===== config.mk =====
export PLATFORM = sky130hd
export DESIGN_NAME = li_seq_gen_flat
export DESIGN_NICKNAME = d
export VERILOG_FILES = /design/src/rtl/li_seq_gen_pkg.sv /design/src/rtl/li_seq_gen_if.sv /design/src/rtl/li_split.sv /design/src/rtl/li_seq_gen.sv /design/src/flat_wrapper.sv
export SDC_FILE = /design/constraint.sdc
export NUM_CORES = 1
export LEC_CHECK = 0
export BUFFER_PORTS_ARGS = -buffer_cell sky130_fd_sc_hd__buf_2
export CAP_MARGIN = 20
export CORE_ASPECT_RATIO = 1.4
export CORE_UTILIZATION = 36
export DETAILED_ROUTE_END_ITERATION = 10
export HOLD_SLACK_MARGIN = 0.15
export SETUP_SLACK_MARGIN = 0.15
export SYNTH_ARGS = -nofsm -noshare
export SYNTH_HDL_FRONTEND = slang
export SYNTH_SLANG_ARGS = --single-unit

===== constraint.sdc =====
create_clock -name clk -period 3.6 [get_ports clk]
set_clock_uncertainty 0.05 [all_clocks]
set_input_delay 0.36 -clock clk [delete_from_list [all_inputs] [get_ports clk]]
set_output_delay 0.36 -clock clk [all_outputs]
set_load 0.02 [all_outputs]

===== src/rtl/li_seq_gen_pkg.sv =====
// li_seq_gen_pkg: RV32I encoding constants and FSM states for the LI/JMP sequence generator
package li_seq_gen_pkg;
  localparam logic [6:0] OPC_LUI = 7'b0110111;
  localparam logic [6:0] OPC_OPIMM = 7'b0010011;
  localparam logic [6:0] OPC_JALR = 7'b1100111;
  localparam logic [2:0] F3_ADDI = 3'b000;
  localparam logic LI_OP_LI = 1'b0;
  localparam logic LI_OP_JMP = 1'b1;
  typedef enum logic [1:0] {IDLE, EMIT1, EMIT2} state_t;
endpackage


===== src/rtl/li_seq_gen_if.sv =====
// li_seq_gen_if: request and instruction-stream handshakes of the sequence generator
interface li_seq_gen_if;
  logic req_valid;
  logic req_ready;
  logic req_op;
  logic [4:0] req_rd;
  logic [31:0] req_value;
  logic inst_valid;
  logic inst_ready;
  logic [31:0] inst;
  logic inst_last;
  logic err;
  modport master(output req_valid, req_op, req_rd, req_value, inst_ready,
                 input req_ready, inst_valid, inst, inst_last, err);
  modport slave(input req_valid, req_op, req_rd, req_value, inst_ready,
                output req_ready, inst_valid, inst, inst_last, err);
endinterface


===== src/rtl/li_split.sv =====
// li_split: splits a constant into LUI upper part (rounded for sign-extended low part) and low 12 bits
module li_split (
  input logic [31:0] value,
  output logic [19:0] hi,
  output logic [11:0] lo,
  output logic hi_zero,
  output logic lo_zero
);
  // (value + 0x800) >> 12 without keeping the unused low sum bits
  assign hi = value[31:12] + {19'b0, value[11]};
  assign lo = value[11:0];
  assign hi_zero = hi == 20'b0;
  assign lo_zero = lo == 12'b0;
endmodule


===== src/rtl/li_seq_gen.sv =====
// li_seq_gen: emits the minimal RV32I sequence that loads a constant (LI) or jumps to an absolute address (JMP)
module li_seq_gen
  import li_seq_gen_pkg::*;
#(
  parameter logic [31:0] NOP_INST = 32'h00000013
) (
  input logic clk,
  input logic rst,
  li_seq_gen_if.slave bus
);
  state_t state, state_n;
  logic [31:0] inst_q, inst_n, inst2_q, inst2_n, first, second;
  logic last_q, last_n, two_q, two_n, err_q, err_n, live;
  logic [19:0] hi;
  logic [11:0] lo;
  logic hi_zero, lo_zero, is_jmp, rd_zero, two, bad;
  li_split u_split (
    .value(bus.req_value),
    .hi(hi),
    .lo(lo),
    .hi_zero(hi_zero),
    .lo_zero(lo_zero)
  );
  assign is_jmp = bus.req_op == LI_OP_JMP;
  assign rd_zero = bus.req_rd == 5'd0;
  assign first = is_jmp ? (hi_zero ? {lo, 5'd0, 3'b000, 5'd0, OPC_JALR} : {hi, bus.req_rd, OPC_LUI})
               : rd_zero ? NOP_INST
               : hi_zero ? {lo, 5'd0, F3_ADDI, bus.req_rd, OPC_OPIMM}
               : {hi, bus.req_rd, OPC_LUI};
  assign second = is_jmp ? {lo, bus.req_rd, 3'b000, 5'd0, OPC_JALR}
                : {lo, bus.req_rd, F3_ADDI, bus.req_rd, OPC_OPIMM};
  assign two = is_jmp ? !hi_zero : !rd_zero && !hi_zero && !lo_zero;
  assign bad = is_jmp && !hi_zero && rd_zero;
  assign bus.req_ready = state == IDLE && live;
  assign bus.inst_valid = state != IDLE;
  assign bus.inst = inst_q;
  assign bus.inst_last = last_q;
  assign bus.err = err_q;
  always_comb begin
    state_n = state;
    inst_n = inst_q;
    inst2_n = inst2_q;
    last_n = last_q;
    two_n = two_q;
    err_n = 1'b0;
    case (state)
      IDLE: if (bus.req_valid && live) begin
        err_n = bad;
        state_n = bad ? IDLE : EMIT1;
        inst_n = bad ? 32'b0 : first;
        inst2_n = second;
        two_n = two;
        last_n = !bad && !two;
      end
      EMIT1: if (bus.inst_ready) begin
        state_n = two_q ? EMIT2 : IDLE;
        inst_n = two_q ? inst2_q : 32'b0;
        last_n = two_q;
      end
      default: if (bus.inst_ready) begin
        state_n = IDLE;
        inst_n = 32'b0;
        last_n = 1'b0;
      end
    endcase
  end
  always_ff @(posedge clk) begin
    if (rst) begin
      state <= IDLE;
      inst_q <= 32'b0;
      inst2_q <= 32'b0;
      last_q <= 1'b0;
      two_q <= 1'b0;
      err_q <= 1'b0;
      live <= 1'b0;
    end else begin
      state <= state_n;
      inst_q <= inst_n;
      inst2_q <= inst2_n;
      last_q <= last_n;
      two_q <= two_n;
      err_q <= err_n;
      live <= 1'b1;
    end
  end
endmodule


===== src/flat_wrapper.sv =====
// flat-port wrapper written by rule: the top's interface ports become plain ports
module li_seq_gen_flat import li_seq_gen_pkg::*;
#(
  parameter logic [31:0] NOP_INST = 32'h00000013
)
  (clk, rst, bus_req_valid, bus_req_op, bus_req_rd, bus_req_value, bus_inst_ready, bus_req_ready, bus_inst_valid, bus_inst, bus_inst_last, bus_err);
  li_seq_gen_if bus_i ();
  input logic clk;
  input logic rst;
  input wire logic [$bits(bus_i.req_valid)-1:0] bus_req_valid;
  input wire logic [$bits(bus_i.req_op)-1:0] bus_req_op;
  input wire logic [$bits(bus_i.req_rd)-1:0] bus_req_rd;
  input wire logic [$bits(bus_i.req_value)-1:0] bus_req_value;
  input wire logic [$bits(bus_i.inst_ready)-1:0] bus_inst_ready;
  output wire logic [$bits(bus_i.req_ready)-1:0] bus_req_ready;
  output wire logic [$bits(bus_i.inst_valid)-1:0] bus_inst_valid;
  output wire logic [$bits(bus_i.inst)-1:0] bus_inst;
  output wire logic [$bits(bus_i.inst_last)-1:0] bus_inst_last;
  output wire logic [$bits(bus_i.err)-1:0] bus_err;
  assign bus_i.req_valid = bus_req_valid;
  assign bus_i.req_op = bus_req_op;
  assign bus_i.req_rd = bus_req_rd;
  assign bus_i.req_value = bus_req_value;
  assign bus_i.inst_ready = bus_inst_ready;
  assign bus_req_ready = bus_i.req_ready;
  assign bus_inst_valid = bus_i.inst_valid;
  assign bus_inst = bus_i.inst;
  assign bus_inst_last = bus_i.inst_last;
  assign bus_err = bus_i.err;
  li_seq_gen #(.NOP_INST(NOP_INST)) u_core (.clk(clk), .rst(rst), .bus(bus_i));
endmodule

==> metrics.csv <==
stage,metric,value,unit
logic_synthesis,synth_largest_type_area_fraction,0.359,
sta,finalSetupTns,0,ns
worst_hold_path,worst_min_delay_path_class,input pin to register,
setup_path,worstReg2RegStart,u_core.state[0],
clock_network,post_cts.resized_instances,0,
logic_synthesis,synth.mux.area_fraction,0.00898,
setup_path,crit_path_start,bus_req_value[11],
sta,timing.final.max_slew_violations,0,
logic_synthesis,synth_ff_type,sky130_fd_sc_hd__dfxtp_1,
pwr,cellPowerDensity,471,nW/um^2
setup_path,timing.critical_path.arrival,3.22,ns
logic_synthesis,yosys.cell_count.top_type,sky130_fd_sc_hd__nand2_1,
route,remaining_drc_errors,0,
die,fp.dieH,116,um
clock_network,clock_tree_from_tritoncts,built,
sta,timing.final.hold_violations,0,
logic_synthesis,main_combinational_cell_family_by_area_after_synthesis,simple AND/OR/NAND/NOR gates,
placed_design,dpl_worst_slack,0.278,ns
logic_synthesis,synth_async_sr_flop_share,0,
setup_path,timing.critical_path.slowest_stage_cell,sky130_fd_sc_hd__a2111oi_4,
sta,timing.slew.headroom,0.548,
setup_path,timing_worst_setup_path_type,input pin to register,
die,placeableCoreArea,9030,sq um
pwr,irDropWorstVdd,0.240,mV
logic_synthesis,postSynthAreaPerCell,7.85,sq um
setup_path,critical-path-top-cell-by-count,sky130_fd_sc_hd__ha_1,
logic_synthesis,synth-edff-count,0,
placed_design,io_buffer_count,76,
layout,final_core_area_utilization,0.452,
logic_synthesis,synth.yosys.seq_area_share,0.359,
global_routing,pin_count_of_the_biggest_net_entering_global_routing,35,
clock_network,cts_made_buffers,9,
setup_path,cp-start-kind,input pin,
route,detailedRoute.firstPassIterationCount,4,
sta,tightest_pin_transition,0.678,ns
outcome,status,"finished, final reports clean",
logic_synthesis,syn_area,3340,sq um
logic_synthesis,synth.net_count,470,
layout,layout.nets,531,
clock_network,worst_skew_pair.late_latency,0.33,ns
route,via_count,3232,
logic_synthesis,synth_compound_gate_area_share,0.217,
sta,setup-violations-final,0,
setup_path,timing.critical_path.required,3.83,ns
clock_network,clk_path_buf_depth,2,
route,detailedRoute.firstIterationViolations,218,
global_routing,groute.usage.overall,0.200,
logic_synthesis,post_synth_fa_ha_maj_area_fraction,0.00749,
die,die_w,83.4,um
die,overall_die_area,9680,sq um
setup_path,critPathMaxStageDelay,0.53,ns
setup_path,critical_path.max_fanout,11,
die,core.rowCount,41,
worst_hold_path,min_from,bus_req_rd[4],
setup_path,path_delay_family,compound AO/OA/AOI/OAI gates,
placed_design,routabilityCongestion,0.847,
global_routing,grt_pass1_wl,15.2,mm
logic_synthesis,synthSimpleGateAreaFrac,0.285,
pwr,p_leak,1.74,nW
logic_synthesis,synth_area_leader_cell,sky130_fd_sc_hd__dfxtp_1,
layout,layout-drive-gt1-share,0.234,
run,maxCapViolCount,0,
sta,max_freq,334,MHz
setup_path,critPathBufInv,1,
setup_path,regToRegSetupSlack,1.35,ns
logic_synthesis,synth_commonest_cells,"79 x sky130_fd_sc_hd__nand2_1, 60 x sky130_fd_sc_hd__dfxtp_1, 50 x sky130_fd_sc_hd__a21oi_1",
layout,layout.filler_cells,937,
global_routing,first_global_vias,3034,
sta,finalCritPeriodShare,0.833,
setup_path,end_kind,register,
clock_network,cts-root-buf,sky130_fd_sc_hd__clkbuf_16,
die,initial_utilization,0.370,
route,post_drt_via_cell_ratio,5.40,
clock_network,holdBufCountCts,0,
sta,rsz0062_at_grt,false,
die,pin_count,78,
placed_design,dp_hpwl,7.08,mm
sta,min_period,3.00,ns
global_routing,overflow,0,
clock_network,clk_pin_slew_worst_paths,0.05,ns
logic_synthesis,synth.ff_latch_count,60,
route,detail_route.wl_per_cell,16.0,um
logic_synthesis,synth_xor_area_frac,0.0603,
logic_synthesis,synthTopCellsByArea,"sky130_fd_sc_hd__dfxtp_1 36%, sky130_fd_sc_hd__nand2_1 8.9%, sky130_fd_sc_hd__a21oi_1 7.5%",
global_routing,grt_antenna_before_repair,0,
logic_synthesis,yosys_warnings,0,
clock_network,cts.htree.levels,3,
clock_network,number_of_clock_sinks_seen_by_cts,60,
setup_path,critical_path_cell_list,buf_2 > ha_1 > ha_1 > nand2_1 > a311oi_1 > o21ai_0 > a2111oi_4 > nand3_2 > o21ai_2 > a22o_1,
layout,number_of_antenna_diodes,0,
layout,synthToLayoutAreaGrowth,22.1,%
clock_network,post-cts-setup-buffers,0,
logic_synthesis,synth.distinct_cells,53,
logic_synthesis,postSynthCellCount,426,
route,number_of_antenna_violating_nets_in_the_routed_design,0,
pwr,total_power,0.00192,W
sta,timing.final.ws_setup,0.603,ns
route,routed_wirelength,9.56,mm
[flip-flops by register name, indices dropped and copies added, names as in the netlist]
register	flops
u_core.bus.inst	29
u_core.inst2_q	25
u_core.two_q	1
u_core.bus.inst_last	1
u_core.bus.err	1
u_core.state	2
u_core.live	1
[metal layers]
| layer | vias to the layer above | track usage | wire, um |
|---|---|---|---|
| li1 | 1631 | - | - |
| met1 | 1493 | 0.235 | 4100 |
| met2 | 88 | 0.355 | 4820 |
| met3 | 20 | 0.0413 | 412 |
| met4 | 0 | 0.0881 | 232 |
| met5 | - | 0 | 0 |
[final cells by class]
| class | count | area [sq um] | share of cell area |
|---|---|---|---|
| Clock buffer | 10 | 239 | 0.0586 |
| Multi-Input combinational cell | 322 | 1940 | 0.476 |
| Timing Repair Buffer | 84 | 440 | 0.108 |
| Clock inverter | 6 | 86.3 | 0.0212 |
| Inverter | 10 | 37.5 | 0.00920 |
| Tap cell | 107 | 134 | 0.0328 |
| Sequential cell | 60 | 1200 | 0.294 |
[final timing paths]
kind | depth (start not counted) | endpoint
setup reg to reg | 8 | u_core.bus.inst[30]
hold / removal | 2 | u_core.bus.inst[11]
setup / recovery | 10 | u_core.bus.inst[13]
hold reg to reg | 2 | u_core.inst2_q[21]
[cells in the final DEF, fill, tap and decap left out, types with 4 or more instances in the layout]
master                      count
sky130_fd_sc_hd__clkbuf_16      9
sky130_fd_sc_hd__dfxtp_1       60
sky130_fd_sc_hd__buf_4          8
sky130_fd_sc_hd__and3_1        22
sky130_fd_sc_hd__nor3_1         8
sky130_fd_sc_hd__o2bb2ai_1      6
sky130_fd_sc_hd__a31oi_1        8
sky130_fd_sc_hd__nand2_1       79
sky130_fd_sc_hd__xor2_1         8
sky130_fd_sc_hd__and2_1         5
sky130_fd_sc_hd__nand3_1       16
sky130_fd_sc_hd__nor4_1         4
sky130_fd_sc_hd__o22ai_1        5
sky130_fd_sc_hd__a211oi_1       5
sky130_fd_sc_hd__nand4_1        7
sky130_fd_sc_hd__inv_1         10
sky130_fd_sc_hd__a21oi_1       49
sky130_fd_sc_hd__o21ai_0       10
sky130_fd_sc_hd__xnor2_1       15
sky130_fd_sc_hd__nor2_1        23
sky130_fd_sc_hd__a21o_1         6
sky130_fd_sc_hd__a22oi_1        5
sky130_fd_sc_hd__and4_1         4
sky130_fd_sc_hd__buf_2         76
[where the power goes]
part / internal [W] / total, W / leakage (nW) / switching, W
Clock: 0.000623 / 0.000927 / 0.159 / 0.000304
Sequential: 0.000699 / 0.000719 / 0.490 / 0.0000201
Combinational: 0.0000956 / 0.000275 / 1.09 / 0.000180
[stage by stage]
stage / hold slack, ns / std cells / instance area, sq um
floorplan: 0.382 / 426 / 3340
global placement: 0.391 / 583 / 3760
detailed placement: 0.398 / 583 / 3760
CTS: 0.224 / 599 / 4080
global route: 0.245 / 599 / 4080
finish: 0.229 / 599 / 4080
[cells by family after synthesis]
| kind of cell | after synthesis |
|---|---|
| compound gates | 110 |
| xor+xnor | 23 |
| fa+ha+maj | 2 |
| buf+inv | 44 |
| flops | 60 |
| mux | 3 |
| other cells | 1 |
| simple gates | 183 |
Note: power is estimated with default switching activity, not from simulation.
